## config.mk

```make
export PLATFORM = sky130hd
export DESIGN_NAME = pause_ctrl
export DESIGN_NICKNAME = d
export VERILOG_FILES = /design/src/rtl/pause_pkg.sv /design/src/rtl/pause_scale.sv /design/src/rtl/pause_ctrl.sv
export SDC_FILE = /design/constraint.sdc
export NUM_CORES = 1
export LEC_CHECK = 0
export CAP_MARGIN = 20
export CORE_MARGIN = 2
export CORE_UTILIZATION = 60
export CTS_CLUSTER_SIZE = 25
export DETAILED_ROUTE_END_ITERATION = 10
export DONT_BUFFER_PORTS = 1
export PLACE_DENSITY = 0.86
export SYNTH_ARGS = -nofsm -noshare
export SYNTH_HDL_FRONTEND = slang
export SYNTH_HIERARCHICAL = 1
export SYNTH_SLANG_ARGS = --single-unit
export TNS_END_PERCENT = 100
```

## constraint.sdc

```tcl
create_clock -name clk_sys -period 5.2 [get_ports clk_sys]
set_input_delay 1.04 -clock clk_sys [delete_from_list [all_inputs] [get_ports clk_sys]]
set_output_delay 1.04 -clock clk_sys [all_outputs]
set_load 0.05 [all_outputs]
```

## src/rtl/pause_pkg.sv

```systemverilog
// pause_pkg: shared types and constants for the pause controller.
// FSM state enum, option bit indices, fade level width and divide shift.
package pause_pkg;

  typedef enum logic [1:0] {
    RUN     = 2'd0,
    ARM     = 2'd1,
    PAUSED  = 2'd2,
    RELEASE = 2'd3
  } state_t;

  localparam int OPT_OSD   = 0;
  localparam int OPT_DIM   = 1;
  localparam int OPT_FSYNC = 2;

  localparam int LVL_W         = 4;
  localparam int LVL_DIV_SHIFT = 4;

endpackage

```

## src/rtl/pause_scale.sv

```systemverilog
// pause_scale: one colour channel scaled by (16 - level) / 16.
// Ports: c (pixel in), level (fade level), y (scaled pixel, combinational).
module pause_scale
  import pause_pkg::*;
#(
  parameter int W = 8
) (
  input  logic [W-1:0]     c,
  input  logic [LVL_W-1:0] level,
  output logic [W-1:0]     y
);

  logic [W+4:0] gain;
  logic [W+4:0] prod;
  logic [W+4:0] shf;

  // gain is 16..8, so level 0 gives c*16 >> 4 == c exactly
  assign gain = (W+5)'(5'd16 - {1'b0, level});
  assign prod = (W+5)'(c) * gain;
  assign shf  = prod >> LVL_DIV_SHIFT;
  assign y    = shf[W-1:0];

endmodule

```

## src/rtl/pause_ctrl.sv

```systemverilog
// pause_ctrl: merges user/OSD/request pause sources, optional vblank-
// aligned entry/exit, and a burn-in fade of the RGB path while paused.
// Ports: clk_sys, reset, user_button, pause_request, req_mask, options,
// OSD_STATUS, vblank, r/g/b in; pause_cpu, paused_by, dim_level, rgb_out.
module pause_ctrl
  import pause_pkg::*;
#(
  parameter int RW          = 8,
  parameter int GW          = 8,
  parameter int BW          = 8,
  parameter int CLKSPD      = 12,
  parameter int NREQ        = 2,
  parameter int DEBOUNCE_MS = 10,
  parameter int DIM_MS      = 10000,
  parameter int FADE_MS     = 100,
  parameter int DIM_MAX     = 8
) (
  input  logic                  clk_sys,
  input  logic                  reset,
  input  logic                  user_button,
  input  logic [NREQ-1:0]       pause_request,
  input  logic [NREQ-1:0]       req_mask,
  input  logic [2:0]            options,
  input  logic                  OSD_STATUS,
  input  logic                  vblank,
  input  logic [RW-1:0]         r,
  input  logic [GW-1:0]         g,
  input  logic [BW-1:0]         b,
  output logic                  pause_cpu,
  output logic [NREQ+1:0]       paused_by,
  output logic [LVL_W-1:0]      dim_level,
  output logic [RW+GW+BW-1:0]   rgb_out
);

  localparam int PRE_MAX = CLKSPD * 1000 - 1;
  localparam int PRE_W   = $clog2(PRE_MAX + 1);
  localparam int DEB_W   = $clog2(DEBOUNCE_MS + 1);
  localparam int DIM_W   = $clog2(DIM_MS + 1);
  localparam int FADE_W  = $clog2(FADE_MS + 1);

  logic [PRE_W-1:0]  pre_cnt;
  logic              ms_tick;

  logic              btn_s1;
  logic              btn_s2;
  logic              btn_acc;
  logic [DEB_W-1:0]  deb_cnt;
  logic              user_toggle;

  logic [NREQ-1:0]   req_hit;
  logic              osd_hit;
  logic              cond;
  logic              fsync;
  logic              vb_q;
  logic              vb_rise;
  state_t            state;

  logic              dim_on;
  logic [DIM_W-1:0]  dim_ms;
  logic [FADE_W-1:0] fade_cnt;

  logic [RW-1:0]     r_sc;
  logic [GW-1:0]     g_sc;
  logic [BW-1:0]     b_sc;

  assign ms_tick = (pre_cnt == PRE_W'(PRE_MAX));

  always_ff @(posedge clk_sys or posedge reset) begin
    if (reset) begin
      pre_cnt <= '0;
    end else if (ms_tick) begin
      pre_cnt <= '0;
    end else begin
      pre_cnt <= pre_cnt + PRE_W'(1);
    end
  end

  // btn_acc is the debounced level; it only follows btn_s2 after
  // DEBOUNCE_MS consecutive ms ticks of disagreement
  always_ff @(posedge clk_sys or posedge reset) begin
    if (reset) begin
      btn_s1      <= 1'b0;
      btn_s2      <= 1'b0;
      btn_acc     <= 1'b0;
      deb_cnt     <= '0;
      user_toggle <= 1'b0;
    end else begin
      btn_s1 <= user_button;
      btn_s2 <= btn_s1;
      if (btn_s2 == btn_acc) begin
        deb_cnt <= '0;
      end else if (ms_tick) begin
        if (deb_cnt == DEB_W'(DEBOUNCE_MS - 1)) begin
          deb_cnt <= '0;
          btn_acc <= btn_s2;
          if (btn_s2) begin
            user_toggle <= ~user_toggle;
          end
        end else begin
          deb_cnt <= deb_cnt + DEB_W'(1);
        end
      end
    end
  end

  assign req_hit   = pause_request & req_mask;
  assign osd_hit   = OSD_STATUS & options[OPT_OSD];
  assign paused_by = {req_hit, osd_hit, user_toggle};
  assign cond      = |paused_by;
  assign fsync     = options[OPT_FSYNC];
  assign vb_rise   = vblank & ~vb_q;

  always_ff @(posedge clk_sys or posedge reset) begin
    if (reset) begin
      vb_q <= 1'b0;
    end else begin
      vb_q <= vblank;
    end
  end

  // cond changes take priority over a coincident vblank edge
  always_ff @(posedge clk_sys or posedge reset) begin
    if (reset) begin
      state     <= RUN;
      pause_cpu <= 1'b0;
    end else begin
      unique case (state)
        RUN: begin
          if (cond) begin
            if (fsync) begin
              state <= ARM;
            end else begin
              state     <= PAUSED;
              pause_cpu <= 1'b1;
            end
          end
        end
        ARM: begin
          if (!cond) begin
            state <= RUN;
          end else if (vb_rise) begin
            state     <= PAUSED;
            pause_cpu <= 1'b1;
          end
        end
        PAUSED: begin
          if (!cond) begin
            if (fsync) begin
              state <= RELEASE;
            end else begin
              state     <= RUN;
              pause_cpu <= 1'b0;
            end
          end
        end
        RELEASE: begin
          if (cond) begin
            state <= PAUSED;
          end else if (vb_rise) begin
            state     <= RUN;
            pause_cpu <= 1'b0;
          end
        end
        default: begin
          state     <= RUN;
          pause_cpu <= 1'b0;
        end
      endcase
    end
  end

  assign dim_on = pause_cpu & options[OPT_DIM];

  always_ff @(posedge clk_sys or posedge reset) begin
    if (reset) begin
      dim_ms    <= '0;
      fade_cnt  <= '0;
      dim_level <= '0;
    end else if (!dim_on) begin
      dim_ms    <= '0;
      fade_cnt  <= '0;
      dim_level <= '0;
    end else if (ms_tick) begin
      if (dim_ms != DIM_W'(DIM_MS)) begin
        dim_ms <= dim_ms + DIM_W'(1);
      end else if (dim_level != LVL_W'(DIM_MAX)) begin
        if (fade_cnt == FADE_W'(FADE_MS - 1)) begin
          fade_cnt  <= '0;
          dim_level <= dim_level + LVL_W'(1);
        end else begin
          fade_cnt <= fade_cnt + FADE_W'(1);
        end
      end
    end
  end

  pause_scale #(.W(RW)) u_scale_r (
    .c     (r),
    .level (dim_level),
    .y     (r_sc)
  );

  pause_scale #(.W(GW)) u_scale_g (
    .c     (g),
    .level (dim_level),
    .y     (g_sc)
  );

  pause_scale #(.W(BW)) u_scale_b (
    .c     (b),
    .level (dim_level),
    .y     (b_sc)
  );

  always_ff @(posedge clk_sys or posedge reset) begin
    if (reset) begin
      rgb_out <= '0;
    end else begin
      rgb_out <= {r_sc, g_sc, b_sc};
    end
  end

endmodule

```

== After elaboration in Yosys (flattened, before gate mapping) ==
Index checks and enable logic that the tools add are counted.
Operators by class
  add/sub/neg operators: 6
  $mul: 3
  div/mod/pow operators: 0
  $lt $le $gt $ge: 0
  equality and inequality tests: 24
  shift-type cells: 0
  muxes and demuxes: 35
  bitwise logic cells: 7
  reduce and logical (&&, ||, !) cells: 10
Operator list (number)
  $mux W14: 4
  $mul A8 B13 Y12: 3
  $mux W7: 5
  $mux W4: 8
  $add A14 B1 Y14 const B: 2
  $ne A2 B2 Y1 const B: 10
  $mux W2: 8
  $eq A14 B14 Y1 const B: 1
  $ne A14 B14 Y1 const B: 1
  $reduce_and A4 Y1: 3
  $add A4 B1 Y4 const B: 2
  $mux W1: 8
  $pmux W2 S4: 1
  $reduce_and A8 Y1: 1
  $add A7 B1 Y7 const B: 1
  $eq A7 B7 Y1 const B: 1
  $ne A2 B1 Y1 const B: 3
  $ne A3 B3 Y1 const B: 2
  $reduce_and A3 Y1: 2
  $sub A5 B4 Y6 const A: 1
  $eq A2 B2 Y1 const B: 2
  $eq A4 B4 Y1 const B: 1
  $ne A4 B4 Y1 const B: 1
  $pmux W1 S4: 1
  other kinds (9): 13
Storage, ports and cells
  register bits after elaboration: 75
  bits in latches: 0
  bits in writable memories: 0
  ROM bits: 0
  input bits: 36
  output and inout port bits: 33
  word-level logic and storage cells: 98
  memories: 0

== Logic depth before layout (Yosys ltp) ==
Gate-level depths: netlist of run 1.
  word-level depth: 6
  gate-level depth with buffers: 17
  mapped depth without buffers: 16

== Modules after synthesis ==
Netlist of run 1, hierarchy kept.
By module, submodules not included
  pause_ctrl: instances 1, cells an instance 280, area an instance 3221.8 µm², sequential area each 1876.8 µm²
  pause_scale (u_scale_g): instances 1, cells an instance 141, area an instance 1208.7 µm², sequential area each 0.0 µm²
  pause_scale (u_scale_r): instances 1, cells an instance 141, area an instance 1202.4 µm², sequential area each 0.0 µm²
  pause_scale (u_scale_b): instances 1, cells an instance 141, area an instance 1197.4 µm², sequential area each 0.0 µm²

== Least setup slack after synthesis of run 1 ==
No wires, ideal clock.
  kind: register to register
  start: register dim_level[0]
  end: register rgb_out[7]
  library setup time: 0.125 ns
  data arrival time: 4.245 ns
  required time: 5.075 ns
  slack: 0.830 ns
  cell stages (with the launch flop): 16
  path buffers: 1
  period minus slack after synthesis: 4.370 ns
  path through: dfrtp_1 buf_4 inv_1 ha_1 xnor2_1 nand2_1 fa_1 fa_1 fa_1 inv_1 ha_1 a21o_1 a21oi_1 o21ai_1 a31oi_1 xnor2_1
On the way
  cells in the longest elaborated chain, start to end: 2
RTL lines
  start: declaration: RTL line pause_ctrl.sv:31  | output logic [LVL_W-1:0] dim_level,
  start signal: assignment: RTL line pause_ctrl.sv:189  | dim_level <= dim_level + LVL_W'(1);
  $sub A5 B4 Y6: RTL line pause_scale.sv:18  | assign gain = (W+5)'(5'd16 - {1'b0, level});
  $mul A8 B13 Y12: RTL line pause_scale.sv:19  | assign prod = (W+5)'(c) * gain;
  named net b_sc[7]: RTL line pause_ctrl.sv:64  | logic [BW-1:0] b_sc;
  end signal: assignment: RTL line pause_ctrl.sv:219  | rgb_out <= {r_sc, g_sc, b_sc};
  end: declaration: RTL line pause_ctrl.sv:32  | output logic [RW+GW+BW-1:0] rgb_out
The timed path passes the listed nets, and every way through them passes these cells.
A chain may end at the register's enable or synchronous reset.

== Worst setup path after layout of run 1 ==
  start: register dim_level[0]
  end: register rgb_out[23]
On the way
  cells in the longest elaborated chain, start to end: 2
RTL lines
  $sub A5 B4 Y6: RTL line pause_scale.sv:18
  $mul A8 B13 Y12: RTL line pause_scale.sv:19
  named net r_sc[7]: RTL line pause_ctrl.sv:62  | logic [RW-1:0] r_sc;
The timed path passes the listed nets, and every way through them passes these cells.

==> results of run 1 <==
## critical path: cells and delay by family (launching register included)
kind                     cells  cell delay (ns)
AO/OA/AOI/OAI                4             0.74
AND/OR/NAND/NOR              1             0.16
adder cells (fa/ha/maj)      5             2.16
buffers and inverters        2             0.16
flip-flops                   1             0.78
XOR/XNOR                     2             0.59
## placed cells by master (no fill, tap or decap), types with 7 or more instances in the layout
cell type / count
dfrtp_1: 75
nand4_1: 9
ha_1: 71
nand2_1: 48
and2_1: 75
inv_1: 108
xnor2_1: 50
a21oi_1: 24
and2_2: 9
xor2_1: 16
and3_1: 7
nand3_1: 19
nor3_1: 9
or3_1: 8
nor2_1: 34
clkbuf_16: 9
fa_1: 54
## final timing paths
path	end	slack [ns]	start	cells after the start
setup reg to reg	rgb_out[23]$_DFF_PP0_	0.51	dim_level[0]$_DFFE_PP0P_	14
setup / recovery	rgb_out[23]$_DFF_PP0_	0.51	dim_level[0]$_DFFE_PP0P_	14
max in group asynchronous	rgb_out[16]$_DFF_PP0_	3.59	reset	2
min in group asynchronous	dim_level[2]$_DFFE_PP0P_	0.54	reset	1
hold reg to reg	btn_s2$_DFF_PP0_	0.36	btn_s1$_DFF_PP0_	0
hold / removal	btn_s2$_DFF_PP0_	0.36	btn_s1$_DFF_PP0_	0
## layer usage
layer / part of all wire / GRT usage / up-vias
met2: 0.53 / 0.427 / 113
met3: 0.045 / 0.0563 / 21
met5: 0 / 0 / -
met4: 0.018 / 0.0775 / 0
met1: 0.41 / 0.268 / 2347
li1: - / - / 2258
## sequential cells by signal, indices dropped and copies added, names as in the netlist, 2 cells and up
register   cells
dim_level      4
fade_cnt       7
pre_cnt       14
dim_ms        14
rgb_out       24
deb_cnt        4
state          2
## cell type report
type | count | area share
multi-input cells | 508 | 0.615
flip-flops and latches | 75 | 0.258
inverters | 109 | 0.0563
clock buffers | 9 | 0.0310
well taps | 140 | 0.0241
clock inverters | 6 | 0.0124
repair buffers | 3 | 0.00310
## kinds of logic after synthesis
group | after synthesis | synth area share
xor+xnor | 66 | 0.0846
compound gates | 64 | 0.0614
fa+ha+maj | 125 | 0.288
mux | 3 | 0.00458
buf+inv | 120 | 0.0716
simple gates | 250 | 0.215
flops | 75 | 0.275
## report_power, final
part	leakage (nW)	switching (mW)	internal (mW)	total, mW
registers	0.963	0.0626	0.605	0.667
logic	2.40	0.0758	0.0411	0.117
clock network	0.152	0.244	0.419	0.663
## stage by stage
| step | total power [mW] | hold WS [ns] | util | setup slack (ns) | cells |
|---|---|---|---|---|---|
| 2_1_floorplan | 0.771 | 0.331 | - | 0.830 | 703 |
| 6_report | 1.45 | 0.355 | 0.661 | 0.515 | 850 |
| 3_3_place_gp | 0.789 | 0.343 | 0.633 | 0.783 | 835 |
| 5_1_grt | 1.51 | 0.366 | 0.661 | 0.176 | 850 |
| 3_5_place_dp | 0.797 | 0.348 | 0.633 | 0.540 | 835 |
| 4_1_cts | 1.46 | 0.361 | 0.661 | 0.521 | 850 |
==> summary.txt, run 1 <==
Synthesis
  – Number of synthesized register bits: 75
  – Share of Yosys cell area claimed by the top area cell type: 0.275
  – Register area share after synthesis: 0.275
  – Main area contributors after synthesis: dfrtp_1 27%, fa_1 16%, ha_1 13%
  – Mapped Cells: 703
  – Cell type contributing the most total cell area after synthesis: dfrtp_1
  – Synth cell count leaders: 109 x inv_1, 75 x and2_1, 75 x dfrtp_1, 71 x ha_1, 54 x fa_1
  – Leading cell type by number of instances after synthesis: inv_1
  – Synth async-reset ratio: 1.00
  – Syn_nets: 864
  – Number of enable flip-flop cells after synthesis: 0
  – Number of warnings issued by yosys: 6
  – Primary FF master, synth: dfrtp_1
  – Area of the mapped netlist: 6830 sq um
  – Number of distinct standard cells referenced by the synthesized netlist: 53
  – Avg Inst Size Synth: 9.72 sq um

Finish
  – Flip-flop and latch area: 1880 sq um
  – Number of nets at the end of the flow: 867
  – Post-synthesis to final-layout area growth: 6.34%
  – Filler Cell Count: 814
  – Ant. Diodes: 0
  – Proportion of layout cells with a drive suffix above 1: 0.0873
  – Area occupied by multi-input gates: 4460 sq um
  – Final standard cell area without fillers: 7260 sq um

Global route
  – Total global routing overflow: 0
  – Pin count of the biggest net entering global routing: 63
  – Via count of the first global-routing pass: 5153
  – Number of antenna violations at the first check in global routing: 0
  – First-pass GRT wire length: 23500 microns
  – Total GRT Usage: 0.234

Critical path
  – WP data required: 5.45 ns
  – Critical Path, Cell by Cell: inv_1 -> ha_1 -> xnor2_1 -> nand2_1 -> fa_1 -> fa_1 -> fa_1 -> inv_1 -> ha_1 -> a21o_1 -> a21oi_2 -> o21ai_1 -> a31oi_1 -> xnor2_1
  – Largest incremental delay on the critical path: 0.78 ns
  – Crit path arrival time: 4.94 ns
  – Maximum fanout along the worst path: 21
  – Kind of end point of the critical path: register
  – Path type of the worst setup path: register to register
  – Cell type with the highest occurrence count on the critical path: fa_1
  – Kind of start point of the critical path: register
  – Slowest cell on the critical path: dfrtp_1

Clocking
  – Number of sinks handled by clock tree synthesis: 75
  – Cells resized by post-CTS repair: 0
  – Setup Fix Bufs, Post-CTS: 0
  – Total number of H-tree levels: 3
  – Max clock buf depth: 2
  – CTS Hold Buffers Added: 0
  – Root Buffer: clkbuf_16
  – Clock insertion delay at the later pin of the skew report: 0.33 ns
  – Clock tree from TritonCTS: built
  – Clock transition at the registers of the reported paths: 0.06 ns
  – Number of buffers inserted during clock tree synthesis: 9

STA
  – Final cycle utilization of the critical path: 0.901
  – Slew HR: 0.346
  – Number of hold violations in the final report: 0
  – Number of failing setup endpoints in the final timing report: 0
  – Slew at the pin closest to its max-slew limit: 0.981 ns
  – Final setup TNS: 0 ns
  – Shortest clock period the worst path allows after layout: 4.69 ns
  – Setup repair after global routing missed its margin: no
  – Max Clk Rate: 0.213 GHz
  – Worst Clk Skew: 0.00568 ns
  – Final slew viol count: 0

Status
  – Outcome: completed

Routing
  – Overall routed net length: 13400 microns
  – DRC violation count after routing: 0
  – Post-detailed-route via-to-cell ratio: 5.58
  – Drt pass-1 iters: 5
  – Number of antenna-violating nets in the routed design: 0
  – Initial DRC Count: 319
  – Final routed wire length divided by cell count: 15.7 microns
  – Via count: 4739

Min path
  – Kind of path behind the tightest hold check: register to register

Run
  – Max-Cap Viols: 0

Pwr
  – VDD IR max: 0.000173 V
  – Pwr/cell area: 199 nW/um^2
  – Leak Pwr: 3.52 nW

Floorplanning
  – Starting density of the core: 0.622
  – Die Y-Extent: 111 microns
  – Std-Cell Rows: 38
  – Die footprint: 12300 sq um
  – Chip Width: 111 microns
  – Placeable core area: 11000 sq um
  – Ports: 69

Placed design
  – Detailed-placement wirelength estimate: 10400 microns
  – Cell area after placement: 6950 sq um
  – Number of buffers inserted by port buffering: 0
  – Global placer's final weighted congestion: 0.863
No activity file was read; power rests on OpenSTA's default activity.
==> run 2, diff against run 1 <==
--- a/config.mk
+++ b/config.mk
@@ -5,6 +5,7 @@
 export SDC_FILE = /design/constraint.sdc
 export NUM_CORES = 1
 export LEC_CHECK = 0
+export ABC_AREA = 1
 export CAP_MARGIN = 20
 export CORE_MARGIN = 2
 export CORE_UTILIZATION = 60
@@ -12,6 +13,7 @@
 export DETAILED_ROUTE_END_ITERATION = 10
 export DONT_BUFFER_PORTS = 1
 export PLACE_DENSITY = 0.86
+export SLEW_MARGIN = 20
 export SYNTH_ARGS = -nofsm -noshare
 export SYNTH_HDL_FRONTEND = slang
 export SYNTH_HIERARCHICAL = 1
==> summary.txt, run 2 <==
Synthesis
  – Number of enable flip-flop cells after synthesis: 0 (unchanged)
  – Number of warnings issued by yosys: 6 (unchanged)
  – Cell type contributing the most total cell area after synthesis: dfrtp_1
  – Area of the mapped netlist: 7860 sq um (+15%)
  – Synth cell count leaders: 256 x nand2_1, 233 x inv_1, 132 x nor2_1, 75 x dfrtp_1, 71 x ha_1
  – Number of synthesized register bits: 75 (unchanged)
  – Main area contributors after synthesis: dfrtp_1 24%, fa_1 14%, nand2_1 12%
  – Share of Yosys cell area claimed by the top area cell type: 0.239 (-0.0358)
  – Number of distinct standard cells referenced by the synthesized netlist: 38 (-28%)
  – Mapped Cells: 1074 (+53%)
  – Primary FF master, synth: dfrtp_1
  – Avg Inst Size Synth: 7.31 sq um (-25%)
  – Syn_nets: 1235 (+43%)
  – Synth async-reset ratio: 1.00 (unchanged)
  – Leading cell type by number of instances after synthesis: nand2_1
  – Register area share after synthesis: 0.239 (-0.0358)

STA
  – Number of failing setup endpoints in the final timing report: 0 (unchanged)
  – Final slew viol count: 0 (unchanged)
  – Final cycle utilization of the critical path: 0.869 (-0.0317)
  – Slack of the critical path: 0.680 ns (+0.165 ns)
  – Final setup TNS: 0 ns (unchanged)
  – Slew at the pin closest to its max-slew limit: 0.872 ns (-0.109 ns)
  – Worst Clk Skew: 0.00674 ns (+0.00106 ns)
  – Max Clk Rate: 0.221 GHz (+3.7%)
  – Slew HR: 0.419 (+0.0727)
  – Shortest clock period the worst path allows after layout: 4.52 ns (-0.165 ns)
  – Setup repair after global routing missed its margin: no
  – Number of hold violations in the final report: 0 (unchanged)

Critical path
  – Worst flop-to-flop path startpoint: dim_level[1]$_DFFE_PP0P_
  – End of the worst register-to-register path: rgb_out[15]$_DFF_PP0_
  – WP data required: 5.43 ns (-0.02 ns)
  – CP Launch Point: dim_level[1]$_DFFE_PP0P_
  – Path type of the worst setup path: register to register
  – Maximum fanout along the worst path: 8 (-62%)
  – Kind of end point of the critical path: register
  – Kind of start point of the critical path: register
  – Worst-case reg-to-reg path depth: 17 (+3)
  – Worst reg2reg setup slack: 0.68 ns (+0.17 ns)
  – Crit path arrival time: 4.75 ns (-0.19 ns)

Routing
  – Final routed wire length divided by cell count: 12.4 microns (-21%)
  – Overall routed net length: 15500 microns (+16%)
  – Drt pass-1 iters: 5 (unchanged)
  – Via count: 6484 (+37%)
  – Post-detailed-route via-to-cell ratio: 5.18 (-7.0%)
  – DRC violation count after routing: 0 (unchanged)
  – Initial DRC Count: 372 (+17%)
  – Number of antenna-violating nets in the routed design: 0 (unchanged)

Finish
  – Final Util: 0.650 (-0.0111)
  – Number of nets at the end of the flow: 1237 (+43%)
  – Most common cell after layout, fill and taps aside: nand2_1
  – Proportion of layout cells with a drive suffix above 1: 0.0769 (-0.0104)
  – Layout Cells excl Fill: 1251 (+47%)
  – Filler Cell Count: 1110 (+36%)
  – Most flop-heavy register: rgb_out
  – Number of flip-flops under the largest register name: 24 (unchanged)
  – Ant. Diodes: 0 (unchanged)
  – Post-synthesis to final-layout area growth: 5.30%
  – Commonest cells after routing, fill and taps aside: 256 x nand2_1, 232 x inv_1, 132 x nor2_1, 75 x dfrtp_1, 71 x ha_1
  – Leading registers by flop count: rgb_out x24, dim_ms x14, pre_cnt x14

Global route
  – First-pass GRT wire length: 27800 microns (+18%)
  – Total global routing overflow: 0 (unchanged)
  – Number of antenna violations at the first check in global routing: 0 (unchanged)
  – Via count of the first global-routing pass: 6438 (+25%)
  – Total GRT Usage: 0.238 (+0.00362)
  – Pin count of the biggest net entering global routing: 52 (-17%)

Min path
  – Hold Crit Start: btn_s1$_DFF_PP0_
  – Terminating pin of the worst hold path: btn_s2$_DFF_PP0_
  – Kind of path behind the tightest hold check: register to register
  – Hold path depth: 0 (unchanged)

Run
  – Max-Cap Viols: 0 (unchanged)

Clocking
  – Max clock buf depth: 2 (unchanged)
  – CTS Hold Buffers Added: 0 (unchanged)
  – Number of sinks handled by clock tree synthesis: 75 (unchanged)
  – Clock transition at the registers of the reported paths: 0.06 ns (about the same)
  – Setup Fix Bufs, Post-CTS: 0 (unchanged)
  – Clock insertion delay at the later pin of the skew report: 0.34 ns (about the same)
  – Clock tree from TritonCTS: built
  – Number of buffers inserted during clock tree synthesis: 9 (unchanged)
  – Root Buffer: clkbuf_16
  – Cells resized by post-CTS repair: 0 (unchanged)
  – Total number of H-tree levels: 3 (unchanged)

Floorplanning
  – Chip Width: 118 microns (+7.0%)
  – Placeable core area: 12700 sq um (+16%)
  – Std-Cell Rows: 41 (+7.9%)
  – Starting density of the core: 0.617 (-0.00447)
  – Die Y-Extent: 118 microns (+7.0%)
  – Die footprint: 14000 sq um (+14%)
  – Ports: 69 (unchanged)

Placed design
  – Detailed-placement wirelength estimate: 12200 microns (+17%)
  – Inst Count DP: 1237 (+48%)
  – Global placer's final weighted congestion: 0.912 (+5.6%)
  – Worst slack, placed: 0.695 ns (+0.156 ns)
  – Number of buffers inserted by port buffering: 0 (unchanged)

Pwr
  – VDD IR max: 0.000195 V (+13%)
  – Pwr/cell area: 190 nW/um^2 (-4.8%)
  – Leak Pwr: 4.65 nW (+32%)
  – Total design power: 1.57 mW (+8.4%)

Status
  – Outcome: completed
## run 2: cell families after synthesis
family	count (synthesis)	synth area share
simple gates	533	0.302
buf+inv	257	0.130
fa+ha+maj	125	0.251
flops	75	0.239
compound gates	53	0.0411
xor+xnor	31	0.0374
## run 2: metrics by stage
step           hold slack (ns)  cell area, sq um
2_1_floorplan            0.331              7860
3_3_place_gp             0.345              7990
3_5_place_dp             0.336              7990
4_1_cts                  0.357              8270
5_1_grt                  0.370              8270
6_report                 0.356              8270
## run 2: worst max path at each step
stage	endpoint	cells past startpoint
global route	rgb_out[15]$_DFF_PP0_	18
global placement	rgb_out[23]$_DFF_PP0_	17
finish	rgb_out[15]$_DFF_PP0_	17
CTS	rgb_out[15]$_DFF_PP0_	17
detailed placement	rgb_out[15]$_DFF_PP0_	17
floorplan	rgb_out[7]$_DFF_PP0_	18
## run 2: power breakdown
part | leakage [nW] | switching, mW | internal [mW]
clock | 0.141 | 0.233 | 0.378
sequential | 0.964 | 0.0777 | 0.614
combinational | 3.54 | 0.188 | 0.0786
total | 4.65 | 0.498 | 1.07
## run 2: area by class of cell
type | instances | area (sq um) | share of cell area
multi-input combinational | 742 | 4960 | 0.599
sequential | 75 | 1880 | 0.227
inverter | 246 | 925 | 0.112
clock buffer | 11 | 243 | 0.0293
tap | 172 | 215 | 0.0260
clock inverter | 3 | 40.0 | 0.00484
timing repair buffer | 2 | 15.0 | 0.00182
## run 2: routing by layer
| layer | routed length, microns | up-vias | track usage |
|---|---|---|---|
| li1 | - | 3261 | - |
| met1 | 6880 | 3081 | 0.296 |
| met2 | 7530 | 117 | 0.407 |
| met3 | 790 | 25 | 0.0526 |
| met4 | 307 | 0 | 0.0811 |
| met5 | 0 | - | 0 |
## run 2: worst max-delay path: stages (launching register included)
cell     delay (ns)
dfrtp_1        0.82
inv_1          0.14
ha_1           0.26
xnor2_1        0.31
inv_1          0.19
nor2_1         0.19
fa_1           0.43
fa_1           0.50
inv_1          0.06
fa_1           0.53
inv_1          0.04
ha_1           0.34
a21oi_1        0.19
nand2_1        0.10
nand2_1        0.07
nand3_1        0.11
nand3_1        0.09
nand2_1        0.04
==> run 3, diff against run 2 <==
--- a/config.mk
+++ b/config.mk
@@ -16,6 +16,5 @@
 export SLEW_MARGIN = 20
 export SYNTH_ARGS = -nofsm -noshare
 export SYNTH_HDL_FRONTEND = slang
-export SYNTH_HIERARCHICAL = 1
 export SYNTH_SLANG_ARGS = --single-unit
 export TNS_END_PERCENT = 100
==> summary.txt, run 3 <==
Status
  – Outcome: completed

Clocking
  – Clock insertion delay at the later pin of the skew report: 0.35 ns (about the same)
  – CTS Hold Buffers Added: 0 (unchanged)
  – Clock tree from TritonCTS: built
  – Cells resized by post-CTS repair: 0 (unchanged)
  – Number of sinks handled by clock tree synthesis: 75 (unchanged)
  – Max clock buf depth: 2 (unchanged)
  – Number of buffers inserted during clock tree synthesis: 9 (unchanged)
  – Setup Fix Bufs, Post-CTS: 0 (unchanged)
  – Total number of H-tree levels: 3 (unchanged)
  – Clock transition at the registers of the reported paths: 0.06 ns (about the same)
  – Root Buffer: clkbuf_16

Synthesis
  – Number of distinct standard cells referenced by the synthesized netlist: 36 (-5.3%)
  – Number of enable flip-flop cells after synthesis: 0 (unchanged)
  – Synth async-reset ratio: 1.00 (unchanged)
  – Mapped Cells: 1066 (-0.74%)
  – Primary FF master, synth: dfrtp_1
  – Synth cell count leaders: 245 x nand2_1, 229 x inv_1, 141 x nor2_1, 92 x ha_1, 75 x dfrtp_1
  – Register area share after synthesis: 0.241 (+0.00238)
  – Number of warnings issued by yosys: 0 (-6)
  – Share of Yosys cell area claimed by the top area cell type: 0.241 (+0.00238)
  – Area of the mapped netlist: 7780 sq um (-0.99%)
  – Cell type contributing the most total cell area after synthesis: dfrtp_1
  – Leading cell type by number of instances after synthesis: nand2_1
  – Avg Inst Size Synth: 7.30 sq um (-0.24%)
  – Number of synthesized register bits: 75 (unchanged)
  – Syn_nets: 1245 (+0.81%)
  – Main area contributors after synthesis: dfrtp_1 24%, ha_1 15%, fa_1 13%

Critical path
  – Slowest cell on the critical path: fa_1
  – Path type of the worst setup path: register to register
  – Largest incremental delay on the critical path: 0.54 ns (-0.28 ns)
  – WP data required: 5.45 ns (+0.02 ns)
  – Kind of end point of the critical path: register
  – Critical Path, Cell by Cell: inv_2 -> ha_1 -> xnor2_1 -> buf_4 -> inv_1 -> buf_4 -> nor2_1 -> fa_1 -> ha_1 -> inv_1 -> fa_1 -> fa_1 -> inv_1 -> ha_1 -> a21oi_1 -> nand2_1 -> nand4_1 -> nand2_1 -> nand3_1 -> nand2_1
  – Cell family with the largest share of critical-path delay: adder cells
  – End of the worst register-to-register path: rgb_out[15]$_DFF_PP0_
  – Worst reg2reg setup slack: 0.70 ns (+0.02 ns)
  – Buffers plus inverters on the worst setup path: 6 (+2)
  – Maximum fanout along the worst path: 14 (+6)
  – Worst-case reg-to-reg path depth: 20 (+3)
  – Worst flop-to-flop path startpoint: dim_level[0]$_DFFE_PP0P_
  – Crit path arrival time: 4.74 ns (about the same)
  – Kind of start point of the critical path: register

Floorplanning
  – Placeable core area: 12600 sq um (-0.81%)
  – Starting density of the core: 0.616 (-0.00113)
  – Die Y-Extent: 118 microns (-0.48%)
  – Ports: 69 (unchanged)
  – Die footprint: 13900 sq um (-0.96%)
  – Chip Width: 118 microns (-0.48%)
  – Std-Cell Rows: 41 (unchanged)

Finish
  – Layout Cells excl Fill: 1247 (-0.32%)
  – Proportion of layout cells with a drive suffix above 1: 0.0558 (-0.0211)
  – Number of flip-flops under the largest register name: 24 (unchanged)
  – Most common cell after layout, fill and taps aside: nand2_1
  – Filler Cell Count: 1099 (-0.99%)
  – Number of nets at the end of the flow: 1249 (+0.97%)
  – Ant. Diodes: 0 (unchanged)
  – Commonest cells after routing, fill and taps aside: 245 x nand2_1, 228 x inv_1, 141 x nor2_1, 92 x ha_1, 75 x dfrtp_1
  – Leading registers by flop count: rgb_out x24, dim_ms x14, pre_cnt x14
  – Post-synthesis to final-layout area growth: 6.58%
  – Most flop-heavy register: rgb_out

Placed design
  – Worst slack, placed: 0.730 ns (+0.0345 ns)
  – Inst Count DP: 1231 (-0.49%)
  – Number of buffers inserted by port buffering: 0 (unchanged)
  – Global placer's final weighted congestion: 0.928 (+1.8%)
  – Detailed-placement wirelength estimate: 12600 microns (+3.6%)

Routing
  – Overall routed net length: 15700 microns (+1.2%)
  – DRC violation count after routing: 0 (unchanged)
  – Via count: 6397 (-1.3%)
  – Final routed wire length divided by cell count: 12.6 microns (+1.6%)
  – Initial DRC Count: 368 (-1.1%)
  – Drt pass-1 iters: 5 (unchanged)
  – Number of antenna-violating nets in the routed design: 0 (unchanged)
  – Post-detailed-route via-to-cell ratio: 5.13 (-1.0%)

Min path
  – Kind of path behind the tightest hold check: register to register
  – Hold Crit Start: btn_s1$_DFF_PP0_
  – Hold path depth: 0 (unchanged)
  – Terminating pin of the worst hold path: btn_s2$_DFF_PP0_

STA
  – Worst Clk Skew: 0.00712 ns (+0.000378 ns)
  – Slew HR: 0.485 (+0.0665)
  – Shortest clock period the worst path allows after layout: 4.50 ns (-0.0249 ns)
  – Final slew viol count: 0 (unchanged)
  – Max Clk Rate: 0.222 GHz (+0.55%)
  – Final setup TNS: 0 ns (unchanged)
  – Number of failing setup endpoints in the final timing report: 0 (unchanged)
  – Setup repair after global routing missed its margin: no
  – Slew at the pin closest to its max-slew limit: 0.767 ns (-0.105 ns)
  – Slack of the critical path: 0.705 ns (+0.0249 ns)
  – Number of hold violations in the final report: 0 (unchanged)
  – Final cycle utilization of the critical path: 0.865 (-0.00479)

Global route
  – Pin count of the biggest net entering global routing: 51 (-1.9%)
  – Total global routing overflow: 0 (unchanged)
  – Number of antenna violations at the first check in global routing: 0 (unchanged)
  – First-pass GRT wire length: 27900 microns (+0.40%)
  – Total GRT Usage: 0.244 (+0.00651)
  – Via count of the first global-routing pass: 6351 (-1.4%)

Run
  – Max-Cap Viols: 0 (unchanged)
[run 3: cell types whose count changed in the layout (fill, tap and decap cells not counted), moves of 7 or more]
cell     delta
nand2_2    -11
nor2_1      +9
nand3_2    -10
nor3_1      +7
nand2_1    -11
buf_4       +8
ha_1       +21
[run 3: cell type report]
class,instances,area [sq um],share of cell area
well taps,172,215,0.0260
multi-input cells,737,4910,0.593
inverters,237,891,0.107
clock inverters,7,91.3,0.0110
flip-flops and latches,75,1880,0.226
clock buffers,9,225,0.0272
repair buffers,10,75.1,0.00906
[run 3: worst max-delay path by stage]
stage | start | to | slack [ns] | cells after the start
3_5_place_dp | dim_level[0]$_DFFE_PP0P_ | rgb_out[15]$_DFF_PP0_ | 0.73 | 20
2_1_floorplan | dim_level[0]$_DFFE_PP0P_ | rgb_out[22]$_DFF_PP0_ | 0.54 | 19
3_3_place_gp | dim_level[0]$_DFFE_PP0P_ | rgb_out[23]$_DFF_PP0_ | 0.87 | 20
6_report | dim_level[0]$_DFFE_PP0P_ | rgb_out[15]$_DFF_PP0_ | 0.70 | 20
5_1_grt | dim_level[0]$_DFFE_PP0P_ | rgb_out[15]$_DFF_PP0_ | 0.38 | 20
4_1_cts | dim_level[0]$_DFFE_PP0P_ | rgb_out[15]$_DFF_PP0_ | 0.72 | 20
[run 3: per-layer routing]
metal / vias to the layer above / share of wire / global-route usage
li1: 3250 / - / -
met1: 2993 / 0.44 / 0.304
met2: 133 / 0.49 / 0.421
met3: 21 / 0.057 / 0.0601
met4: 0 / 0.015 / 0.0700
met5: - / 0 / 0
[run 3: worst register-to-register path: stages (launching register included)]
cell	delay (ns)
dfrtp_1	0.36
inv_2	0.08
ha_1	0.24
xnor2_1	0.14
buf_4	0.16
inv_1	0.21
buf_4	0.26
nor2_1	0.09
fa_1	0.50
ha_1	0.30
inv_1	0.05
fa_1	0.50
fa_1	0.54
inv_1	0.04
ha_1	0.35
a21oi_1	0.21
nand2_1	0.11
nand4_1	0.08
nand2_1	0.07
nand3_1	0.06
nand2_1	0.05
[run 3: cells by family (layout without fill, tap and decap cells)]
group | after synthesis | in the layout | share of synthesized area
adders and majority gates | 143 | 143 | 0.279
and+or+nand+nor | 508 | 508 | 0.274
xor gates and xnor gates | 31 | 31 | 0.0359
DFF | 75 | 75 | 0.241
buffers and inverters | 254 | 263 | 0.127
AOI/OAI and AO/OA | 55 | 55 | 0.0428
[run 3: through the flow]
stage | area (sq um) | utilization | hold WS (ns)
after floorplan | 7780 | - | 0.331
after global placement | 7970 | 0.632 | 0.337
after detailed placement | 7970 | 0.632 | 0.347
after CTS | 8290 | 0.657 | 0.353
after global routing | 8290 | 0.657 | 0.357
final | 8290 | 0.657 | 0.352
Power of run 3 is not shown: default switching activity piles up to over one toggle a cycle in this logic, so the estimate is an artifact.
